==> src/rtl/md4_hash_uart_tx.sv <==
// Collects a digest from the md4 output FIFO port and streams it as lowercase ASCII hex
// (optionally followed by CR LF) on an 8N1 UART transmit line.
module md4_hash_uart_tx #(
    parameter int HASH_SIZE    = 16,
    parameter int CLKS_PER_BIT = 738,
    parameter bit APPEND_CRLF  = 1'b1
) (
    input  logic       CLK,
    input  logic       RESET,
    input  logic [7:0] HASH_BYTE,
    input  logic       HASH_WRITE,
    output logic       HASH_FULL,
    output logic       BUSY_OUT,
    output logic       DONE_OUT,
    output logic       ERROR_OUT,
    output logic       UART_TX
);

    localparam int NUM_CHARS = 2 * HASH_SIZE + (APPEND_CRLF ? 2 : 0);
    localparam int BAUD_W    = (CLKS_PER_BIT > 1) ? $clog2(CLKS_PER_BIT) : 1;
    localparam int IDX_W     = (HASH_SIZE > 1) ? $clog2(HASH_SIZE) : 1;
    localparam int CHAR_W    = $clog2(NUM_CHARS + 1);

    localparam logic [BAUD_W-1:0] BAUD_LAST = BAUD_W'(CLKS_PER_BIT - 1);
    localparam logic [IDX_W-1:0]  IDX_LAST  = IDX_W'(HASH_SIZE - 1);
    localparam logic [CHAR_W-1:0] CHAR_LAST = CHAR_W'(NUM_CHARS - 1);
    localparam logic [CHAR_W-1:0] CHAR_CR   = CHAR_W'(2 * HASH_SIZE);

    typedef enum logic [2:0] {
        COLLECT,
        START_BIT,
        DATA_BITS,
        STOP_BIT,
        DONE
    } state_t;

    state_t              state_q;
    logic [7:0]          hashBuf_q [HASH_SIZE];
    logic [IDX_W-1:0]    idx_q;
    logic [BAUD_W-1:0]   baud_q;
    logic [2:0]          bit_q;
    logic [CHAR_W-1:0]   char_q;
    logic [6:0]          shift_q;
    logic                tx_q;
    logic                full_q;
    logic                busy_q;
    logic                done_q;
    logic                err_q;

    logic [IDX_W-1:0]    byteSel;
    logic [7:0]          selByte;
    logic [3:0]          nibble;
    logic [7:0]          txChar;
    logic                accept;

    // Character currently being framed, derived from the character index.
    always_comb begin
        byteSel = IDX_W'(char_q >> 1);
        selByte = hashBuf_q[byteSel];
        nibble  = char_q[0] ? selByte[3:0] : selByte[7:4];
        if (char_q < CHAR_CR) begin
            txChar = (nibble < 4'd10) ? (8'h30 + {4'h0, nibble}) : (8'h57 + {4'h0, nibble});
        end else if (char_q == CHAR_CR) begin
            txChar = 8'h0D;
        end else begin
            txChar = 8'h0A;
        end
    end

    assign accept = HASH_WRITE && !full_q;

    always_ff @(posedge CLK or posedge RESET) begin
        if (RESET) begin
            state_q <= COLLECT;
            for (int i = 0; i < HASH_SIZE; i++) begin
                hashBuf_q[i] <= 8'h00;
            end
            idx_q   <= '0;
            baud_q  <= '0;
            bit_q   <= '0;
            char_q  <= '0;
            shift_q <= '0;
            tx_q    <= 1'b1;
            full_q  <= 1'b0;
            busy_q  <= 1'b0;
            done_q  <= 1'b0;
            err_q   <= 1'b0;
        end else begin
            done_q <= 1'b0;
            if (HASH_WRITE && full_q) begin
                err_q <= 1'b1;
            end
            case (state_q)
                COLLECT: begin
                    if (accept) begin
                        hashBuf_q[idx_q] <= HASH_BYTE;
                        busy_q           <= 1'b1;
                        if (idx_q == IDX_LAST) begin
                            idx_q   <= '0;
                            full_q  <= 1'b1;
                            tx_q    <= 1'b0;
                            baud_q  <= '0;
                            char_q  <= '0;
                            state_q <= START_BIT;
                        end else begin
                            idx_q <= idx_q + 1'b1;
                        end
                    end
                end
                START_BIT: begin
                    if (baud_q == BAUD_LAST) begin
                        baud_q  <= '0;
                        bit_q   <= '0;
                        tx_q    <= txChar[0];
                        shift_q <= txChar[7:1];
                        state_q <= DATA_BITS;
                    end else begin
                        baud_q <= baud_q + 1'b1;
                    end
                end
                DATA_BITS: begin
                    if (baud_q == BAUD_LAST) begin
                        baud_q <= '0;
                        if (bit_q == 3'd7) begin
                            tx_q    <= 1'b1;
                            state_q <= STOP_BIT;
                        end else begin
                            bit_q   <= bit_q + 1'b1;
                            tx_q    <= shift_q[0];
                            shift_q <= {1'b0, shift_q[6:1]};
                        end
                    end else begin
                        baud_q <= baud_q + 1'b1;
                    end
                end
                STOP_BIT: begin
                    // Next start bit follows immediately so characters run back-to-back.
                    if (baud_q == BAUD_LAST) begin
                        baud_q <= '0;
                        if (char_q == CHAR_LAST) begin
                            done_q  <= 1'b1;
                            state_q <= DONE;
                        end else begin
                            char_q  <= char_q + 1'b1;
                            tx_q    <= 1'b0;
                            state_q <= START_BIT;
                        end
                    end else begin
                        baud_q <= baud_q + 1'b1;
                    end
                end
                DONE: begin
                    busy_q  <= 1'b0;
                    full_q  <= 1'b0;
                    idx_q   <= '0;
                    char_q  <= '0;
                    state_q <= COLLECT;
                end
                default: begin
                    state_q <= COLLECT;
                end
            endcase
        end
    end

    assign HASH_FULL = full_q;
    assign BUSY_OUT  = busy_q;
    assign DONE_OUT  = done_q;
    assign ERROR_OUT = err_q;
    assign UART_TX   = tx_q;

endmodule

==> config.mk <==
export PLATFORM = sky130hd
export DESIGN_NAME = md4_hash_uart_tx
export DESIGN_NICKNAME = d
export VERILOG_FILES = /design/src/rtl/md4_hash_uart_tx.sv
export SDC_FILE = /design/constraint.sdc
export NUM_CORES = 1
export LEC_CHECK = 0
export CAP_MARGIN = 25
export CORE_MARGIN = 2
export CORE_UTILIZATION = 51
export DETAILED_ROUTE_END_ITERATION = 10
export GPL_TIMING_DRIVEN = 0
export PLACE_DENSITY = 0.67
export SYNTH_ARGS = -nofsm -noshare
export SYNTH_HDL_FRONTEND = slang
export SYNTH_SLANG_ARGS = --single-unit
export TNS_END_PERCENT = 1
==> constraint.sdc <==
create_clock -name CLK -period 6.6 [get_ports CLK]
set_clock_uncertainty 0.2 [all_clocks]
set_input_delay 0.99 -clock CLK [delete_from_list [all_inputs] [get_ports CLK]]
set_output_delay 0.99 -clock CLK [all_outputs]
set_load 0.02 [all_outputs]
==> impl_metrics.yaml, run 1 <==
routing:
  drtIter0Drc: 289
  drc: 0
  viasPerCell: 5.81
  routed_wl_mm: 18.4
  vias: 5202
  ant_nets: 0
  routedWlPerCell_um: 20.6
  drtPass1Iterations: 5
global_route:
  antenna_found_initial: 0
  overflow: 0
  grt_max_degree: 106
  track_usage_pct: 23.7
  grt_pass1_vias: 5436
  grt_first_pass_wirelength_mm: 29.7
job:
  cap_viol_max_count: 0
sta:
  min_period_over_period_pct: 51.8
  rsz0062_at_grt: "no"
  drv_slew: 0
  worst-slew-pin-transition_ps: 868
  setup_violations: 0
  finalCriticalPeriod_ps: 3420
  max_slew_margin_pct: 41.9
  fmax_mhz: 293
  final_hold_viol_count: 0
layout:
  synthToLayoutAreaGrowth_pct: 13.2
  fin_cells: 896
  mostFrequentLayoutCells: "dfrtp_1, mux2_2, nand2_1, mux2i_1"
  drive_gt1_share_pct: 29.3
  fin_util_pct: 58.4
  fin_area_sq_um: 9150
  finalNetCount: 690
  num_antenna_cells: 0
  final_common_cell: "dfrtp_1"
power:
  cellLeakagePower_uw: 0.00457
  p_sw_share_pct: 23.4
  power.internal_uw: 1600
  ir_worst_vdd_v: 0.000182
  p_sw_uw: 488
  power_density_nw_per_um2: 228
  pwr-share-comb_pct: 2.2
  clkPwrFrac_pct: 49.3
  seqPwrFrac_pct: 48.5
status:
  outcome: "finished clean"
yosys:
  synth_enable_flop_cells: 0
  synth_warnings: 0
  synth_seq_area_share_pct: 51.1
  netlist_area_sq_um: 8080
  synth_async_sr_flop_share_pct: 100
  syn_avg_cell_area_sq_um: 12.8
  synth-main-ff-cell: "dfrtp_1"
  syn_inst: 632
  yosysUniqueCellTypes: 54
  synth_nets: 655
  synth-seq-cells: 165
floorplan:
  die_area_sq_um: 16900
  start_util_pct: 51.6
  rows: 46
  die_h_um: 130
  core_sq_um: 15700
  die_width_um: 130
  ios: 16
placed_design:
  placed_area_sq_um: 8530
  routabilityCongestion: 0.840
  place_inst: 864
  port_buffers: 15
  post-dp-hpwl_mm: 11.8
clock_tree:
  h-tree-depth: 4
  ctsResizeCount: 0
  postCtsSetupRepairBufs: 0
  cts_made_buffers: 17
  cts_buffer_depth: 2
  cts-root-buf: "clkbuf_16"
  cts.clk_slew.worst_paths_ps: 70
  clock_latency_ps: 440
  cts_tree: "yes"
  clkSinkCount: 165
  cts_hold_buffers: 0
critical_path:
  crit_required_ps: 6710
  endpoint_kind: "register"
  worstPathArrival_ps: 3530
  crit_fanout: 10
  path_class: "in -> reg"
  start_kind: "input port"
worst_hold_path:
  min_path_type: "reg -> reg"
[synthesized netlist by cell type, drive strengths merged, types with 2 or more instances]
library cell	count	area, sq um
nand3b	2	15.0
nor3	6	30.0
nor2b	5	31.3
nand2	49	184
o31ai	4	30.0
a21boi	2	15.0
mux4	18	435
buf	15	115
or2	3	18.8
and3	5	31.3
xnor2	2	17.5
or4	2	15.0
nor2	23	86.3
xor2	2	17.5
mux2	130	1460
ha	12	150
a21o	6	45.0
o41ai	3	33.8
mux2i	35	363
inv	7	26.3
a21oi	16	80.1
nand4	6	37.5
dfrtp	164	4100
nor4	4	76.3
o21ai	35	179
a22oi	16	120
nand3	12	60.1
a211o	2	17.5
and2	5	31.3
o22ai	2	12.5
clkbuf	23	86.3
nor3b	2	15.0
nand2b	4	25.0
a211oi	2	15.0
[sequential cells by signal (all words and copies together), names as in the netlist]
signal     flops
hashBuf_q    128
baud_q        10
char_q         6
shift_q        6
idx_q          4
bit_q          3
state_q        3
BUSY_OUT       1
DONE_OUT       1
ERROR_OUT      1
HASH_FULL      1
UART_TX        1
[critical path, stage by stage]
cell	delay, ps
clkdlybuf4s50_1	480
nand2b_1	110
nor4_2	320
clkbuf_1	370
nand4_1	720
mux2_2	540
[routing by layer]
| layer | vias up | global-route usage (%) | part of all wire, % |
|---|---|---|---|
| met1 | 2704 | 30.3 | 44 |
| met3 | 24 | 5.25 | 3.8 |
| met2 | 85 | 40.6 | 50 |
| met4 | 0 | 6.96 | 1.5 |
| li1 | 2389 | - | - |
| met5 | - | 0 | 0 |
[per-stage QoR]
| step | hold WS (ps) | total power, uW | worst slack [ps] | setup TNS, ps |
|---|---|---|---|---|
| 6_report | 274 | 2090 | 3180 | 0 |
| 5_1_grt | 307 | 2150 | 3020 | 0 |
| 4_1_cts | 280 | 2110 | 3190 | 0 |
| 3_5_place_dp | 266 | 1080 | 2750 | 0 |
| 3_3_place_gp | 236 | 1070 | -1010 | -164470 |
| 2_1_floorplan | 238 | 1060 | 950 | 0 |
[layout make-up]
| class | count | area, sq um |
|---|---|---|
| Clock inverter | 15 | 186 |
| Tap cell | 216 | 270 |
| Inverter | 7 | 33.8 |
| Timing Repair Buffer | 16 | 178 |
| Fill cell | 1262 | 6510 |
| Buffer | 38 | 201 |
| Clock buffer | 17 | 425 |
| Multi-Input combinational cell | 422 | 3720 |
| Sequential cell | 165 | 4130 |
[logic make-up (layout without fill, tap and decap cells)]
group                      after synthesis  in the layout  synth area share, %
AOI/OAI and AO/OA                       90             90                 6.97
xor gates and xnor gates                 4              4                0.434
DFF                                    165            165                 51.1
adders and majority gates               12             12                 1.86
buffers and inverters                   45             93                 2.82
muxes                                  183            183                 28.0
and+or+nand+nor                        133            133                 8.78
[power by group through the flow]
stage	logic (uW)	registers [uW]	clock network [uW]
floorplan	23.9	1030	0
global placement	42.4	1030	0
CTS	46.8	1010	1050
finish	45.2	1010	1030
global route	52.1	1010	1090
detailed placement	46.6	1030	0
[final timing paths]
check	from	end	slack, ps	cells after the start
max in group asynchronous	RESET	hashBuf_q[63]$_DFFE_PP0P_	4570	3
max reg2reg	char_q[2]$_DFFE_PP0P_	shift_q[1]$_DFFE_PP0P_	3560	10
min in group asynchronous	RESET	BUSY_OUT$_DFFE_PP0P_	770	2
min reg2reg	ERROR_OUT$_DFFE_PP0P_	ERROR_OUT$_DFFE_PP0P_	270	1
max	HASH_WRITE	hashBuf_q[18]$_DFFE_PP0P_	3180	6
min	ERROR_OUT$_DFFE_PP0P_	ERROR_OUT$_DFFE_PP0P_	270	1
Power figures use the tool's default switching activity.
==> run 2, diff against run 1 <==
==> constraint.sdc (replaced) <==
create_clock -name CLK -period 3.2 [get_ports CLK]
set_clock_uncertainty 0.2 [all_clocks]
set_input_delay 0.48 -clock CLK [delete_from_list [all_inputs] [get_ports CLK]]
set_output_delay 0.48 -clock CLK [all_outputs]
set_load 0.02 [all_outputs]
==> run 2 against run 1 <==
Count of clock-buffer cells in the layout up 1; design area up 0.27%; non-clock buffer count up 3; cell count up 0.33%; critical path depth up 4; sequential share of layout area down 0.12 points; routed wire length down 3.0%; largest cell class unchanged.
==> impl_metrics.yaml, run 2 (same netlist as run 1, synthesis figures left out) <==
clock_tree:
  cts_hold_buffers: 0
  cts.clk_slew.worst_paths_ps: 80
  ctsResizeCount: 0
  clkSinkCount: 165
  clock_latency_ps: 440
  postCtsSetupRepairBufs: 0
  cts_tree: "yes"
  cts_buffer_depth: 2
  cts-root-buf: "clkbuf_16"
  h-tree-depth: 4
  cts_made_buffers: 17
power:
  clkPwrFrac_pct: 48.4
  power_density_nw_per_um2: 462
  seqPwrFrac_pct: 49.3
  p_total_uw: 4240
  ir_worst_vdd_v: 0.000409
  power.internal_uw: 3230
  p_sw_uw: 1010
  pwr-share-comb_pct: 2.4
  cellLeakagePower_uw: 0.00458
  p_sw_share_pct: 23.9
layout:
  seq_area_sq_um: 4130
  fill_cells: 1298
  final_common_cell: "dfrtp_1"
  fin_cells: 899
  drive_gt1_share_pct: 29.4
  multi_input_area_sq_um: 3720
  largestRegisters: "hashBuf_q: 128 flops, baud_q: 10 flops"
  finalNetCount: 693
  num_antenna_cells: 0
  largest_register_ffs: 128
  synthToLayoutAreaGrowth_pct: 13.5
  largest_register: "hashBuf_q"
  mostFrequentLayoutCells: "dfrtp_1, mux2_2, nand2_1, mux2i_1, clkbuf_1"
placed_design:
  port_buffers: 15
  place_inst: 867
  post-place-ws_ps: -145
  routabilityCongestion: 0.857
  post-dp-hpwl_mm: 12.0
critical_path:
  endpoint_kind: "register"
  crit_start: "char_q[2]$_DFFE_PP0P_"
  start_kind: "register"
  cpLargestDelayFamily: "multiplexers"
  crit_required_ps: 3330
  crit_fanout: 10
  path_class: "reg -> reg"
  worstPathCellList: "buf_6, buf_4, buf_4, mux4_1, mux4_2, mux2i_4, ha_1, and4_1, nor2_1, o41ai_2"
  cpMostUsedCell: "buf_4"
  reg2reg_from: "char_q[2]$_DFFE_PP0P_"
  cp_num_buf_inv: 3
  worstPathArrival_ps: 3150
  critPathSlowestCell: "mux4_2"
  max_stage_delay_ps: 520
global_route:
  track_usage_pct: 23.1
  grt_pass1_vias: 5388
  grt_max_degree: 46
  antenna_found_initial: 0
  overflow: 0
  grt_first_pass_wirelength_mm: 29.0
floorplan:
  start_util_pct: 51.6
  rows: 46
  die_area_sq_um: 16900
  ios: 16
  die_width_um: 130
  die_h_um: 130
  core_sq_um: 15700
sta:
  fin_ws_ps: 183
  min_period_over_period_pct: 94.3
  finalCriticalPeriod_ps: 3020
  tns_ps: 0
  fmax_mhz: 331
  setup_violations: 0
  final_hold_viol_count: 0
  drv_slew: 0
  fin_hold_ws_ps: 185
  rsz0062_at_grt: "no"
  worst-slew-pin-transition_ps: 791
  max_slew_margin_pct: 47.1
routing:
  vias: 5196
  drtPass1Iterations: 5
  drtIter0Drc: 240
  routed_wl_mm: 17.9
  drc: 0
  ant_nets: 0
  viasPerCell: 5.78
  routedWlPerCell_um: 19.9
status:
  outcome: "finished clean"
worst_hold_path:
  min_path_type: "in -> async"
job:
  cap_viol_max_count: 0
[run 2: cell types whose count changed in the layout (fill, tap and decap cells not counted), sizes merged]
cell / delta
buf: +3
clkinv: -2
clkinvlp: +2
bufinv: -1
clkbuf: +1
[run 2: layout make-up]
| class | instances | area share, % |
|---|---|---|
| inverters | 7 | 0.327 |
| well taps | 216 | 2.95 |
| plain buffers | 38 | 2.20 |
| flip-flops and latches | 165 | 45.0 |
| repair buffers | 19 | 2.51 |
| clock buffers | 18 | 4.68 |
| clock inverters | 14 | 1.73 |
| multi-input cells | 422 | 40.6 |
[run 2: worst paths after layout]
| kind | end | slack [ps] | cells after the start |
|---|---|---|---|
| setup / recovery | shift_q[1]$_DFFE_PP0P_ | 180 | 10 |
| hold reg to reg | ERROR_OUT$_DFFE_PP0P_ | 260 | 1 |
| max in group asynchronous | hashBuf_q[91]$_DFFE_PP0P_ | 1810 | 4 |
| setup reg to reg | shift_q[1]$_DFFE_PP0P_ | 180 | 10 |
| min in group CLK | ERROR_OUT$_DFFE_PP0P_ | 260 | 1 |
| hold / removal | hashBuf_q[24]$_DFFE_PP0P_ | 180 | 2 |
[run 2: routing by layer]
layer | GRT usage, % | wire (um)
met1 | 29.9 | 7990
met2 | 39.2 | 9000
met3 | 4.18 | 516
met4 | 8.35 | 360
met5 | 0 | 0
[run 2: power groups by stage]
| stage | clock network [uW] | registers, uW | logic [uW] |
|---|---|---|---|
| after floorplan | 0 | 2130 | 49.7 |
| after CTS | 2080 | 2090 | 104 |
| final | 2050 | 2090 | 101 |
| after detailed placement | 0 | 2130 | 104 |
| after global placement | 0 | 2130 | 87.1 |
| after global routing | 2170 | 2090 | 115 |
[run 2: stage by stage]
step | utilization (%) | cell area (sq um)
after floorplan | - | 8080
after global routing | 58.6 | 9170
after CTS | 58.6 | 9170
final | 58.6 | 9170
after detailed placement | 54.8 | 8580
after global placement | 54.3 | 8500
==> run 3, diff against run 2 <==
--- a/config.mk
+++ b/config.mk
@@ -11,6 +11,7 @@
 export DETAILED_ROUTE_END_ITERATION = 10
 export GPL_TIMING_DRIVEN = 0
 export PLACE_DENSITY = 0.67
+export REMOVE_ABC_BUFFERS = 1
 export SYNTH_ARGS = -nofsm -noshare
 export SYNTH_HDL_FRONTEND = slang
 export SYNTH_SLANG_ARGS = --single-unit
==> run 3 against run 2 <==
Design area fell by 2.7%; total power fell by 2.9%; largest power group unchanged; critical path depth shrank 3; clock power shrank 5%; non-clock buffer count fell by 40; core utilization fell by 1.6 points; die area stayed put; highest routed layer unchanged; combinational power fell by 9%; count of clock-buffer cells in the layout unchanged; hold slack better by 81 ps.
==> impl_metrics.yaml, run 3 (same netlist as run 1, synthesis figures left out) <==
clock_tree:
  cts_tree: "yes"
  cts_made_buffers: 17
  cts_buffer_depth: 2
  h-tree-depth: 4
  clock_latency_ps: 440
  cts.clk_slew.worst_paths_ps: 70
  cts-root-buf: "clkbuf_16"
  cts_hold_buffers: 0
  clkSinkCount: 165
placed_design:
  post-dp-hpwl_mm: 10.9
  routabilityCongestion: 0.845
  placed_area_sq_um: 8330
  port_buffers: 15
sta:
  rsz0062_at_grt: "no"
  drv_slew: 0
  final_hold_viol_count: 0
  finalCriticalPeriod_ps: 3030
  min_period_over_period_pct: 94.7
  tns_ps: 0
  worst-slew-pin-transition_ps: 702
  max_slew_margin_pct: 53.1
  fmax_mhz: 330
  setup_violations: 0
power:
  p_sw_share_pct: 23.7
  p_sw_uw: 975
  ir_worst_vdd_v: 0.000388
  seqPwrFrac_pct: 50.8
  pwr-share-comb_pct: 2.2
  cellLeakagePower_uw: 0.00447
  power.internal_uw: 3140
  power_density_nw_per_um2: 461
  clkPwrFrac_pct: 47.0
global_route:
  track_usage_pct: 21.9
  grt_pass1_vias: 5171
  grt_first_pass_wirelength_mm: 27.8
  overflow: 0
  grt_max_degree: 94
  antenna_found_initial: 0
worst_hold_path:
  holdPathStages: 1
  holdPathEnd: "ERROR_OUT$_DFFE_PP0P_"
  min-delay-start: "ERROR_OUT$_DFFE_PP0P_"
  min_path_type: "reg -> reg"
routing:
  routedWlPerCell_um: 19.8
  drc: 0
  routed_wl_mm: 17.0
  vias: 5071
  ant_nets: 0
  drtIter0Drc: 325
  viasPerCell: 5.90
  drtPass1Iterations: 7
layout:
  fill_cells: 1293
  final_common_cell: "dfrtp_1"
  largest_register_ffs: 128
  largestRegisters: "hashBuf_q: 128 flops, baud_q: 10 flops"
  synthToLayoutAreaGrowth_pct: 10.5
  largest_register: "hashBuf_q"
  mostFrequentLayoutCells: "dfrtp_1, mux2_2, nand2_1, mux2i_1, nor2_1"
  drive_gt1_share_pct: 29.7
  finalNetCount: 653
  num_antenna_cells: 0
  fin_area_sq_um: 8920
critical_path:
  crit_required_ps: 3330
  critPathSlowestCell: "mux4_1"
  worstPathArrival_ps: 3160
  regToRegSetupSlack_ps: 170
  path_class: "reg -> reg"
  rr_worst_depth: 7
  reg2reg_from: "char_q[1]$_DFFE_PP0P_"
  worstPathCellList: "mux4_1, mux4_2, mux2i_4, ha_1, and4_1, nor2_1, o41ai_2"
  crit_fanout: 17
  crit_start: "char_q[1]$_DFFE_PP0P_"
  cp_num_buf_inv: 0
  r2r_end: "shift_q[1]$_DFFE_PP0P_"
  endpoint_kind: "register"
  start_kind: "register"
  max_stage_delay_ps: 670
  cpLargestDelayFamily: "multiplexers"
floorplan:
  start_util_pct: 51.6
  ios: 16
  core_sq_um: 15700
  rows: 46
  die_width_um: 130
  die_h_um: 130
  die_area_sq_um: 16900
job:
  cap_viol_max_count: 0
status:
  outcome: "finished clean"
-- run 3: power by group through the flow --
stage | Combinational, uW | Clock, uW | Sequential, uW
after CTS | 95.3 | 1970 | 2090
after global routing | 106 | 2060 | 2090
after global placement | 84.5 | 0 | 2130
after floorplan | 39.3 | 0 | 2130
after detailed placement | 95.1 | 0 | 2130
final | 91.8 | 1940 | 2090
-- run 3: through the flow --
stage	std cells	utilization, %	hold slack (ps)	setup WS (ps)	power (uW)
after global routing	859	57.0	294	85.5	4260
after floorplan	594	-	238	-1940	2170
final	859	57.0	266	169	4120
after detailed placement	826	53.2	254	-301	2220
after global placement	825	53.0	240	-3800	2210
after CTS	859	56.9	271	88.2	4150
-- run 3: final cells by class --
type,count,area (sq um),share of cell area [%]
clock buffers,18,439,4.92
clock inverters,14,116,1.30
inverters,7,31.3,0.351
multi-input cells,422,3730,41.8
flip-flops and latches,165,4140,46.4
well taps,216,270,3.03
repair buffers,17,198,2.22
-- run 3: layer usage --
layer	vias to the layer above	global-route usage (%)	routed length [um]
li1	2317	-	-
met1	2625	29.6	7840
met3	27	4.92	549
met2	102	35.3	8250
met5	-	0	0
met4	0	7.46	377
-- run 3: worst register-to-register path, cell delays in order, from the launching register on --
cell	delay, ps
dfrtp_2	650
mux4_1	680
mux4_2	520
mux2i_4	220
ha_1	230
and4_1	180
nor2_1	50
o41ai_2	190
-- run 3: how the worst max path moves through the flow --
stage | end | slack (ps) | cells after the start
after global routing | shift_q[1]$_DFFE_PP0P_ | 90 | 7
after global placement | hashBuf_q[80]$_DFFE_PP0P_ | -3800 | 2
after floorplan | BUSY_OUT$_DFFE_PP0P_ | -1940 | 1
final | shift_q[1]$_DFFE_PP0P_ | 170 | 7
after detailed placement | hashBuf_q[103]$_DFFE_PP0P_ | -300 | 6
after CTS | hashBuf_q[102]$_DFFE_PP0P_ | 90 | 4
-- run 3: repair_timing --
action                                  in CTS  in global routing
endpoints found under the setup margin       2                 59
gates cloned                                 0                  0
resized for setup                            3                  1
setup buffers                                1                  0
endpoints found under the hold margin        0                  0
pin swaps                                    0                  0
